`src/rtl/fadd_pipe.sv`:
```
`default_nettype none
// ============================================================================
//  Module      : fadd_pipe
//  Description : Four-stage pipelined FloPoCo-format floating-point
//                adder/subtractor with valid tagging, sideband tag and stall.
//  Revision    : 1.0 - initial release
// ============================================================================
module fadd_pipe #(
    parameter int WE    = 4,
    parameter int WF    = 4,
    parameter int TAG_W = 4
) (
    input  logic                clk,
    input  logic                reset,
    input  logic                ce,
    input  logic                in_valid,
    input  logic [WE+WF+2:0]    X,
    input  logic [WE+WF+2:0]    Y,
    input  logic                sub,
    input  logic [TAG_W-1:0]    in_tag,
    output logic                out_valid,
    output logic [WE+WF+2:0]    R,
    output logic [TAG_W-1:0]    out_tag
);

    localparam int c_w   = WE + WF + 3;
    localparam int c_mw  = WF + 4;
    localparam int c_exw = WE + 8;
    localparam logic signed [c_exw-1:0] c_one  = c_exw'(1);
    localparam logic signed [c_exw-1:0] c_emax = c_exw'((1 << WE) - 1);

    // ------------------------------------------------------------------
    // S1: unpack, sign inversion, magnitude swap, exception classify
    // ------------------------------------------------------------------
    logic [1:0]    w_xn, w_yn;
    logic          w_xs, w_ys, w_swap, w_ex;
    logic [WE-1:0] w_xe, w_ye;
    logic [WF-1:0] w_xf, w_yf;
    logic [c_w-1:0] w_exw;

    assign w_xn   = X[c_w-1 -: 2];
    assign w_yn   = Y[c_w-1 -: 2];
    assign w_xs   = X[WE+WF];
    assign w_ys   = Y[WE+WF] ^ sub;
    assign w_xe   = X[WF +: WE];
    assign w_ye   = Y[WF +: WE];
    assign w_xf   = X[WF-1:0];
    assign w_yf   = Y[WF-1:0];
    assign w_swap = {w_ye, w_yf} > {w_xe, w_xf};

    always_comb begin
        w_ex  = 1'b1;
        w_exw = {2'b11, {(c_w-2){1'b0}}};
        if (w_xn == 2'b11 || w_yn == 2'b11) begin
            w_exw = {2'b11, {(c_w-2){1'b0}}};
        end else if (w_xn == 2'b10 && w_yn == 2'b10) begin
            if (w_xs == w_ys)
                w_exw = {2'b10, w_xs, {(c_w-3){1'b0}}};
        end else if (w_xn == 2'b10) begin
            w_exw = {2'b10, w_xs, {(c_w-3){1'b0}}};
        end else if (w_yn == 2'b10) begin
            w_exw = {2'b10, w_ys, {(c_w-3){1'b0}}};
        end else if (w_xn == 2'b00 && w_yn == 2'b00) begin
            w_exw = {2'b00, w_xs & w_ys, {(c_w-3){1'b0}}};
        end else if (w_xn == 2'b00) begin
            w_exw = {w_yn, w_ys, w_ye, w_yf};
        end else if (w_yn == 2'b00) begin
            w_exw = X;
        end else begin
            w_ex = 1'b0;
        end
    end

    logic [TAG_W-1:0] r1_tag;
    logic             r1_valid, r1_ex, r1_sa, r1_sb;
    logic [c_w-1:0]   r1_exw;
    logic [WE-1:0]    r1_ea, r1_diff;
    logic [WF-1:0]    r1_fa, r1_fb;

    // ------------------------------------------------------------------
    // S2: align the smaller mantissa, collect guard/round/sticky
    // ------------------------------------------------------------------
    logic [31:0]     w_sh;
    logic [c_mw-1:0] w_mbx, w_shifted, w_mb_al;
    logic            w_lost;

    assign w_sh      = (32'(r1_diff) > 32'(WF + 3)) ? 32'(WF + 3) : 32'(r1_diff);
    assign w_mbx     = {1'b1, r1_fb, 3'b000};
    assign w_shifted = w_mbx >> w_sh;
    assign w_lost    = |(w_mbx & ~({c_mw{1'b1}} << w_sh));
    assign w_mb_al   = {w_shifted[c_mw-1:1], w_shifted[0] | w_lost};

    logic [TAG_W-1:0] r2_tag;
    logic             r2_valid, r2_ex, r2_sa, r2_eff;
    logic [c_w-1:0]   r2_exw;
    logic [WE-1:0]    r2_ea;
    logic [c_mw-1:0]  r2_ma, r2_mb;

    // ------------------------------------------------------------------
    // S3: effective add/subtract and leading-zero count
    // ------------------------------------------------------------------
    logic [c_mw:0] w_sum;
    logic [7:0]    w_lzc;

    assign w_sum = r2_eff ? ({1'b0, r2_ma} - {1'b0, r2_mb})
                          : ({1'b0, r2_ma} + {1'b0, r2_mb});

    // Highest set bit wins because the scan runs upward.
    always_comb begin
        w_lzc = 8'(c_mw);
        for (int i = 0; i < c_mw; i++) begin
            if (w_sum[i])
                w_lzc = 8'(c_mw - 1 - i);
        end
    end

    logic [TAG_W-1:0] r3_tag;
    logic             r3_valid, r3_ex, r3_sign;
    logic [c_w-1:0]   r3_exw;
    logic [WE-1:0]    r3_ea;
    logic [c_mw:0]    r3_sum;
    logic [7:0]       r3_lzc;

    // ------------------------------------------------------------------
    // S4: normalise, round to nearest even, range check, pack
    // ------------------------------------------------------------------
    logic [c_mw-1:0]          w_mant;
    logic signed [c_exw-1:0]  w_exp, w_exp_r;
    logic                     w_rnd, w_fc;
    logic [WF-1:0]            w_frac;
    logic [c_w-1:0]           w_res;

    always_comb begin
        if (r3_sum[c_mw]) begin
            w_mant = {r3_sum[c_mw:2], r3_sum[1] | r3_sum[0]};
            w_exp  = $signed({8'd0, r3_ea}) + c_one;
        end else begin
            w_mant = r3_sum[c_mw-1:0] << r3_lzc;
            w_exp  = $signed({8'd0, r3_ea}) - $signed({{(c_exw-8){1'b0}}, r3_lzc});
        end
        w_rnd          = w_mant[2] & (w_mant[3] | w_mant[1] | w_mant[0]);
        {w_fc, w_frac} = {1'b0, w_mant[c_mw-2:3]} + {{WF{1'b0}}, w_rnd};
        w_exp_r        = w_fc ? (w_exp + c_one) : w_exp;

        // A normalised non-zero sum always has its top bit set.
        if (r3_ex)
            w_res = r3_exw;
        else if (!w_mant[c_mw-1])
            w_res = '0;
        else if (w_exp[c_exw-1])
            w_res = {2'b00, r3_sign, {(c_w-3){1'b0}}};
        else if (w_exp_r > c_emax)
            w_res = {2'b10, r3_sign, {(c_w-3){1'b0}}};
        else
            w_res = {2'b01, r3_sign, w_exp_r[WE-1:0], w_frac};
    end

    // ------------------------------------------------------------------
    // Pipeline registers
    // ------------------------------------------------------------------
    always_ff @(posedge clk) begin
        if (reset) begin
            r1_valid  <= 1'b0;
            r2_valid  <= 1'b0;
            r3_valid  <= 1'b0;
            out_valid <= 1'b0;
            R         <= '0;
            out_tag   <= '0;
        end else if (ce) begin
            r1_valid  <= in_valid;
            r2_valid  <= r1_valid;
            r3_valid  <= r2_valid;
            out_valid <= r3_valid;
            if (r3_valid) begin
                R       <= w_res;
                out_tag <= r3_tag;
            end
        end
    end

    always_ff @(posedge clk) begin
        if (ce) begin
            r1_tag  <= in_tag;
            r1_ex   <= w_ex;
            r1_exw  <= w_exw;
            r1_sa   <= w_swap ? w_ys : w_xs;
            r1_sb   <= w_swap ? w_xs : w_ys;
            r1_ea   <= w_swap ? w_ye : w_xe;
            r1_fa   <= w_swap ? w_yf : w_xf;
            r1_fb   <= w_swap ? w_xf : w_yf;
            r1_diff <= w_swap ? (w_ye - w_xe) : (w_xe - w_ye);

            r2_tag  <= r1_tag;
            r2_ex   <= r1_ex;
            r2_exw  <= r1_exw;
            r2_sa   <= r1_sa;
            r2_eff  <= r1_sa ^ r1_sb;
            r2_ea   <= r1_ea;
            r2_ma   <= {1'b1, r1_fa, 3'b000};
            r2_mb   <= w_mb_al;

            r3_tag  <= r2_tag;
            r3_ex   <= r2_ex;
            r3_exw  <= r2_exw;
            r3_sign <= r2_sa;
            r3_ea   <= r2_ea;
            r3_sum  <= w_sum;
            r3_lzc  <= w_lzc;
        end
    end

endmodule
`default_nettype wire

```
`config.mk`:
```
export PLATFORM = sky130hd
export DESIGN_NAME = fadd_pipe
export DESIGN_NICKNAME = d
export VERILOG_FILES = /design/src/rtl/fadd_pipe.sv
export SDC_FILE = /design/constraint.sdc
export NUM_CORES = 1
export LEC_CHECK = 0
export BUFFER_PORTS_ARGS = -buffer_cell sky130_fd_sc_hd__buf_2
export CORE_UTILIZATION = 41
export DETAILED_ROUTE_END_ITERATION = 7
export GPL_ROUTABILITY_DRIVEN = 1
export PLACE_DENSITY = 0.6
export RECOVER_POWER = 50
export SETUP_SLACK_MARGIN = 0.5
export SLEW_MARGIN = 20
export SYNTH_ARGS = -nofsm -noshare
export SYNTH_HDL_FRONTEND = slang
export SYNTH_SLANG_ARGS = --single-unit
```
`constraint.sdc`:
```
create_clock -name clk -period 3 [get_ports clk]
set_input_delay 0.3 -clock clk [delete_from_list [all_inputs] [get_ports clk]]
set_output_delay 0.3 -clock clk [all_outputs]
set_load 0.005 [all_outputs]
```
==> run_results.csv, run 1 <==
group,metric,value,unit
pwr,power.leakage,2.865,nW
sta,setup_tns,0,ns
die,ioPinCount,47,
drt,drtIter0Drc,256,
synthesis,syn_inst,527,
worst_setup_path,crit_type,"flip-flop to flip-flop",
run,cap_violations,0,
synthesis,synth_top_area_share,49.26,%
pwr,seqPwrFrac,42.2,%
worst_setup_path,startpoint_type,"flip-flop",
pwr,power.share.clock,39.6,%
global_routing,grt_overflow,0,
hold_path,hold_path_end,"r1_tag[3]$_DFFE_PP_",
synthesis,yosysWarnings,0,
synthesis,yosysMostFrequentCell,"edfxtp_1",
synthesis,synth_xor_area_share,2.394,%
drt,vias_per_cell,5.228,
sta,rsz0062_at_grt,"true",
hold_path,hold_class,"input port to flip-flop",
clock_tree,cts_sinks,121,
global_routing,grt_pass1_vias,3852,
synthesis,async_flop_share,0,%
worst_setup_path,required,3.33,ns
global_routing,track_usage,14.96,%
hold_path,hp-start,"in_tag[3]",
pwr,p_sw_share,25.93,%
sta,setup_viol,0,
finish,final_cell_area,7381,µm²
drt,first_pass_iters,6,
finish,diodes,0,
synthesis,synthFlopType,"edfxtp_1",
global_routing,grt_max_degree,45,
sta,slew_violations,0,
placed_design,routabilityCongestion,0.8785,
die,dieArea,15660,µm²
drt,antenna_left,0,
die,dieHeight,125.2,µm
pwr,internal_power,0.003751,W
die,die-width,125.2,µm
sta,fin_skew,0.006743,ns
clock_tree,numCtsBuffers,17,
synthesis,synth.yosys.seq_area_share,55.37,%
sta,max_freq,0.3955,GHz
synthesis,synth_top_family_by_area,"compound AO/OA/AOI/OAI gates",
synthesis,synth_mux_area_share,4.849,%
clock_tree,cts_root_buffer,"clkbuf_16",
finish,area_growth,18.69,%
clock_tree,clk_latency,0.40,ns
finish,drive_gt1_share,21.80,%
synthesis,syn_area,6218,µm²
placed_design,portBuffers,46,
sta,worst_pin_slew,1.447,ns
sta,holdWs,0.07219,ns
clock_tree,cts_tree,"done",
drt,drc_errors,0,
worst_setup_path,r2r-end,"R[4]$_SDFFE_PP0P_",
drt,wl,11300,µm
die,initial_core_util,42.46,%
drt,vias,4104,
worst_setup_path,cp-end-kind,"flip-flop",
worst_setup_path,setup.worst_path.start,"r3_lzc[0]$_SDFFCE_PP0P_",
synthesis,synth_seq_cells,121,
placed_design,place_area,6600,µm²
synthesis,synth_adder_area_share,6.922,%
synthesis,synth_edf_count,102,
synthesis,yosysTopAreaCell,"edfxtp_1",
synthesis,synth_compound_area_share,14.19,%
worst_setup_path,worstPathMaxFanout,9,
worst_setup_path,reg2reg_depth,10,
synthesis,synthTopCellsByCount,"edfxtp_1 (102), nor2_1 (46), inv_1 (38)",
status,status,"finished clean",
drt,wire_per_inst,14.39,µm
clock_tree,cts_hold_buf,0,
synthesis,synth_cell_types,76,
clock_tree,cts_buffer_depth,2,
sta,hold_viol,0,
clock_tree,ctsHtreeMaxLevel,4,
synthesis,synth-simple-area-share,11.83,%
pwr,p_comb_share,18.1,%
pwr,p_per_area,686.1,nW/µm²
global_routing,grt_pass1_wl,18680,µm
placed_design,hpwlAfterDp,7985,µm
hold_path,holdPathStages,1,
pwr,ir_worst_vdd,0.3928,mV
worst_setup_path,rrSetupSlack,0.47,ns
synthesis,synth_area_leaders,"edfxtp_1 (49%), dfxtp_1 (6.1%), ha_1 (5.6%)",
pwr,switching_power,0.001313,W
sta,period_share,84.28,%
sta,period_minus_slack,2.528,ns
clock_tree,path_clk_slew,0.05,ns
worst_setup_path,r2r_start,"r3_lzc[0]$_SDFFCE_PP0P_",
finish,fin_nets,651,
die,coreArea,14640,µm²
synthesis,synth.avg_cell_area,11.80,µm²
global_routing,antenna_found_initial,0,
sta,max-slew-margin-rel,3.502,%
die,rows,44,
worst_setup_path,critPathArrivalTime,2.86,ns
synthesis,synth_nets,590,
==> critical path, stage by stage (launching register included) <==
cell      delay [ns]
edfxtp_1        0.43
buf_8           0.16
buf_4           0.15
mux4_1          0.33
nand2_1         0.08
a21oi_2         0.24
or3b_4          0.43
a31oi_4         0.26
buf_6           0.16
a221oi_2        0.05
nor3_1          0.17
==> flip-flops by register name, summed over array words and instances, names as in the netlist, 4 cells and up <==
signal,count
r3_sum,9
r2_ea,4
r2_mb,8
r3_exw,11
r3_ea,4
r1_fb,4
r2_ma,4
r2_tag,4
r3_tag,4
r1_tag,4
r1_diff,4
r1_exw,11
out_tag,4
r1_ea,4
R,11
r2_exw,11
r1_fa,4
r3_lzc,4
==> layer usage <==
metal  vias up  track usage (%)  part of all wire [%]
met3         9            3.380                   2.7
met5         -                0                     0
met2        78            23.00                    47
met4         0            6.241                   1.2
met1      1940            20.44                    49
li1       2077                -                     -
==> cell type report <==
class / instances / area, µm²
Sequential cell: 121 / 3443
Clock inverter: 15 / 175.2
Timing Repair Buffer: 67 / 400.4
Inverter: 38 / 142.6
Multi-Input combinational cell: 343 / 2564
Clock buffer: 17 / 425.4
Tap cell: 184 / 230.2
Fill cell: 1282 / 7263
==> stage by stage <==
stage	util (%)	instances	power (W)	setup slack [ns]
5_1_grt	50.40	785	0.005315	0.3512
3_5_place_dp	45.07	739	0.002999	0.3554
4_1_cts	49.40	773	0.005037	0.4950
3_3_place_gp	45.07	739	0.002982	0.4903
2_1_floorplan	-	527	0.002782	0.6022
6_report	50.40	785	0.005064	0.4716
==> power groups by stage <==
stage | Sequential, W | Combinational, W | Clock, W
2_1_floorplan | 0.00211 | 0.000673 | 0
3_3_place_gp | 0.00217 | 0.000814 | 0
3_5_place_dp | 0.00217 | 0.000826 | 0
4_1_cts | 0.00214 | 0.000845 | 0.00205
5_1_grt | 0.00216 | 0.00102 | 0.00213
6_report | 0.00214 | 0.000918 | 0.00201
==> kinds of logic after synthesis <==
group,count (synthesis)
muxes,26
and+or+nand+nor,143
AOI/OAI and AO/OA,125
adders and majority gates,32
DFF,121
xor gates and xnor gates,17
buffers and inverters,63
==> repair_timing <==
item | CTS | global route
resized for setup | 5 | 13
hold endpoints to repair | 0 | 0
pin swaps | 0 | 15
setup endpoints to repair | 12 | 13
setup buffers | 2 | 12
==> worst max-delay path by stage <==
stage | endpoint | slack [ns] | cells past startpoint
after detailed placement | R[3]$_SDFFE_PP0P_ | 0.36 | 11
final | R[4]$_SDFFE_PP0P_ | 0.47 | 10
after global routing | R[5]$_SDFFE_PP0P_ | 0.35 | 10
after floorplan | r1_fa[0]$_DFFE_PP_ | 0.60 | 9
after global placement | R[7]$_SDFFE_PP0P_ | 0.49 | 11
after CTS | R[3]$_SDFFE_PP0P_ | 0.49 | 9
==> cells in the final DEF (no fill, tap or decap), drive strengths merged, types with 3 or more instances in the layout <==
cell,instances
o21ai,24
clkinvlp,3
buf,62
or2,4
ha,28
edfxtp,102
nor3,17
o32ai,3
mux2,14
mux2i,11
o21a,5
clkinv,6
a21oi,30
and2,3
fa,4
a211oi,7
nor2b,11
a31oi,6
nand2b,3
xnor2,11
clkbuf,22
a22oi,10
nand2,30
a221oi,8
a21o,5
bufinv,3
dfxtp,19
nor2,46
inv,41
xor2,6
nand3,7
o31ai,6
or3b,3
and3,3
Note: power is estimated with default switching activity, not from simulation.
==> inputs of run 2 (changes only) <==
--- a/config.mk
+++ b/config.mk
@@ -9,7 +9,7 @@
 export CORE_UTILIZATION = 41
 export DETAILED_ROUTE_END_ITERATION = 7
 export GPL_ROUTABILITY_DRIVEN = 1
-export PLACE_DENSITY = 0.6
+export PLACE_DENSITY = 0.62
 export RECOVER_POWER = 50
 export SETUP_SLACK_MARGIN = 0.5
 export SLEW_MARGIN = 20
==> constraint.sdc (replaced) <==
create_clock -name clk -period 2.1 [get_ports clk]
set_input_delay 0.21 -clock clk [delete_from_list [all_inputs] [get_ports clk]]
set_output_delay 0.21 -clock clk [all_outputs]
set_load 0.005 [all_outputs]
==> run 2 against run 1 <==
Compared with the run above:
- the flow now finishes with violations (negative setup slack)
- worst hold slack got worse by 0.028 ns
- utilization is 6.1 points higher
- global-route usage increased by 1.9 points
- final cell count rose by 7.9%
- combinational power up 100%
- maximum frequency increased by 3.3%
- sequential cell count unchanged
- non-clock buffer count up 62
- critical path depth grew 1
- largest cell class unchanged
- largest power group unchanged
==> run_results.csv, run 2 (synthesis results as in run 1) <==
group,metric,value,unit
global_routing,antenna_found_initial,0,
drt,drtIter0Drc,289,
die,coreArea,14640,µm²
finish,final_common_cell,"edfxtp_1",
pwr,power.share.clock,37.1,%
global_routing,track_usage,16.86,%
pwr,total_power,0.007807,W
die,rows,44,
finish,fill_cells,1177,
sta,setup_slack,-0.3469,ns
pwr,switching_power,0.002087,W
drt,antenna_left,0,
pwr,p_sw_share,26.74,%
hold_path,hp-start,"in_valid",
worst_setup_path,cp-end-kind,"flip-flop",
die,dieArea,15660,µm²
sta,worst_pin_slew,0.7667,ns
drt,wl,12770,µm
worst_setup_path,required,2.38,ns
pwr,p_per_area,944.1,nW/µm²
finish,multi_input_area,2888,µm²
finish,final_cell_area,8269,µm²
pwr,power.leakage,3.261,nW
clock_tree,cts_tree,"done",
status,status,"complete, but fails checks",
sta,fin_skew,0.01087,ns
pwr,ir_worst_vdd,0.7332,mV
sta,rsz0062_at_grt,"true",
global_routing,grt_overflow,0,
pwr,p_comb_share,24.1,%
die,ioPinCount,47,
sta,max_freq,0.4087,GHz
clock_tree,numCtsBuffers,17,
finish,area_growth,32.98,%
clock_tree,cts_root_buffer,"clkbuf_16",
drt,top_layer,"met4",
hold_path,hold_class,"input port to flip-flop",
drt,drc_errors,0,
finish,fin_nets,713,
drt,wire_per_inst,15.08,µm
global_routing,grt_pass1_vias,4336,
status,violations,"negative setup slack",
finish,drive_gt1_share,36.35,%
die,die-width,125.2,µm
sta,hold_viol,0,
finish,final_cell_mix,"edfxtp_1 (102), buf_4 (71), nor2_1 (46)",
placed_design,routabilityCongestion,0.8567,
worst_setup_path,rrSetupSlack,-0.35,ns
placed_design,hpwlAfterDp,8913,µm
run,cap_violations,0,
sta,slew_violations,0,
sta,period_share,116.5,%
finish,diodes,0,
placed_design,place_area,7184,µm²
drt,first_pass_iters,7,
clock_tree,ctsHtreeMaxLevel,4,
worst_setup_path,r2r_start,"r3_lzc[0]$_SDFFCE_PP0P_",
worst_setup_path,r2r-end,"R[3]$_SDFFE_PP0P_",
die,initial_core_util,42.46,%
worst_setup_path,reg2reg_depth,11,
global_routing,grt_pass1_wl,20630,µm
placed_design,portBuffers,46,
global_routing,grt_max_degree,105,
worst_setup_path,startpoint_type,"flip-flop",
worst_setup_path,critPathArrivalTime,2.73,ns
worst_setup_path,worstPathMaxFanout,5,
drt,vias,4439,
sta,period_minus_slack,2.447,ns
sta,max-slew-margin-rel,48.76,%
finish,seqCellArea,3443,µm²
hold_path,hold_path_end,"r1_valid$_SDFFE_PP0P_",
drt,met1_length,5831,µm
clock_tree,cts_buffer_depth,2,
drt,vias_per_cell,5.241,
die,dieHeight,125.2,µm
clock_tree,cts_sinks,121,
sta,setup_viol,15,
clock_tree,path_clk_slew,0.06,ns
pwr,seqPwrFrac,38.8,%
pwr,internal_power,0.005720,W
drt,wl_met2,6367,µm
hold_path,holdPathStages,3,
worst_setup_path,crit_type,"flip-flop to flip-flop",
clock_tree,clk_latency,0.41,ns
drt,wl_met3,379,µm
[run 2: cell types whose count changed in the layout (fill, tap and decap cells not counted), moves of 6 or more]
cell,previous run,this run
buf_6,1,8
inv_1,38,32
o21ai_1,4,10
buf_4,18,71
mux2_2,11,4
ha_1,26,16
mux2_4,2,9
o21ai_0,20,10
ha_4,1,8
[run 2: power by group through the flow]
stage,Sequential [W],Clock [W],Combinational [W]
after global routing,0.00305,0.00305,0.00206
after CTS,0.00302,0.00295,0.00174
after global placement,0.00308,0,0.00153
after detailed placement,0.00308,0,0.00156
after floorplan,0.00302,0,0.00106
final,0.00303,0.00290,0.00188
[run 2: layer usage]
| layer | vias to the layer above | track usage (%) |
|---|---|---|
| li1 | 2211 | - |
| met2 | 89 | 28.82 |
| met4 | 0 | 6.313 |
| met5 | - | 0 |
| met1 | 2128 | 20.60 |
| met3 | 11 | 4.193 |
[run 2: layout make-up]
cell class,count,share of cell area (%)
repair buffers,129,11.51
well taps,184,2.784
clock inverters,15,2.088
multi-input cells,343,34.92
flip-flops and latches,121,41.64
inverters,38,1.906
clock buffers,17,5.145
[run 2: critical path, cell delays in order (launching register included)]
cell and delay, ns:
edfxtp_1 0.41, buf_6 0.15, buf_8 0.12, or3b_4 0.37, o211ai_1 0.10, a22o_1 0.23, ha_4 0.17, and3_4 0.21
a31oi_4 0.10, buf_6 0.14, a221oi_4 0.26, nor3_2 0.06
[run 2: worst max path at each step]
stage	startpoint	endpoint	slack, ns	cells after the start
final	r3_lzc[0]$_SDFFCE_PP0P_	R[3]$_SDFFE_PP0P_	-0.35	11
after global routing	r3_lzc[0]$_SDFFCE_PP0P_	R[4]$_SDFFE_PP0P_	-0.46	11
after CTS	r3_lzc[0]$_SDFFCE_PP0P_	R[1]$_SDFFE_PP0P_	-0.34	11
after detailed placement	r3_lzc[0]$_SDFFCE_PP0P_	R[0]$_SDFFE_PP0P_	-0.37	10
after global placement	r3_lzc[0]$_SDFFCE_PP0P_	R[0]$_SDFFE_PP0P_	-0.30	10
after floorplan	r3_ea[0]$_DFFE_PP_	R[0]$_SDFFE_PP0P_	-0.27	11
[run 2: through the flow]
stage	cells	worst slack, ns	TNS [ns]	hold WS (ns)	util, %
global placement	789	-0.3010	-2.512	0.3865	49.06
global route	847	-0.4568	-5.267	0.06560	56.47
CTS	842	-0.3386	-3.401	0.02316	54.95
floorplan	527	-0.2714	-1.794	0.3089	-
finish	847	-0.3469	-3.610	0.04437	56.47
detailed placement	789	-0.3695	-2.987	0.3900	49.06
[run 2: what timing repair did]
item                                    4_1_cts  5_1_grt
resized for setup                            22       34
buffers inserted                             17        4
endpoints found under the setup margin       32       36
hold buffers                                  4        0
pin swaps                                    27       22
endpoints found under the hold margin         4        0
gates cloned                                  0        1
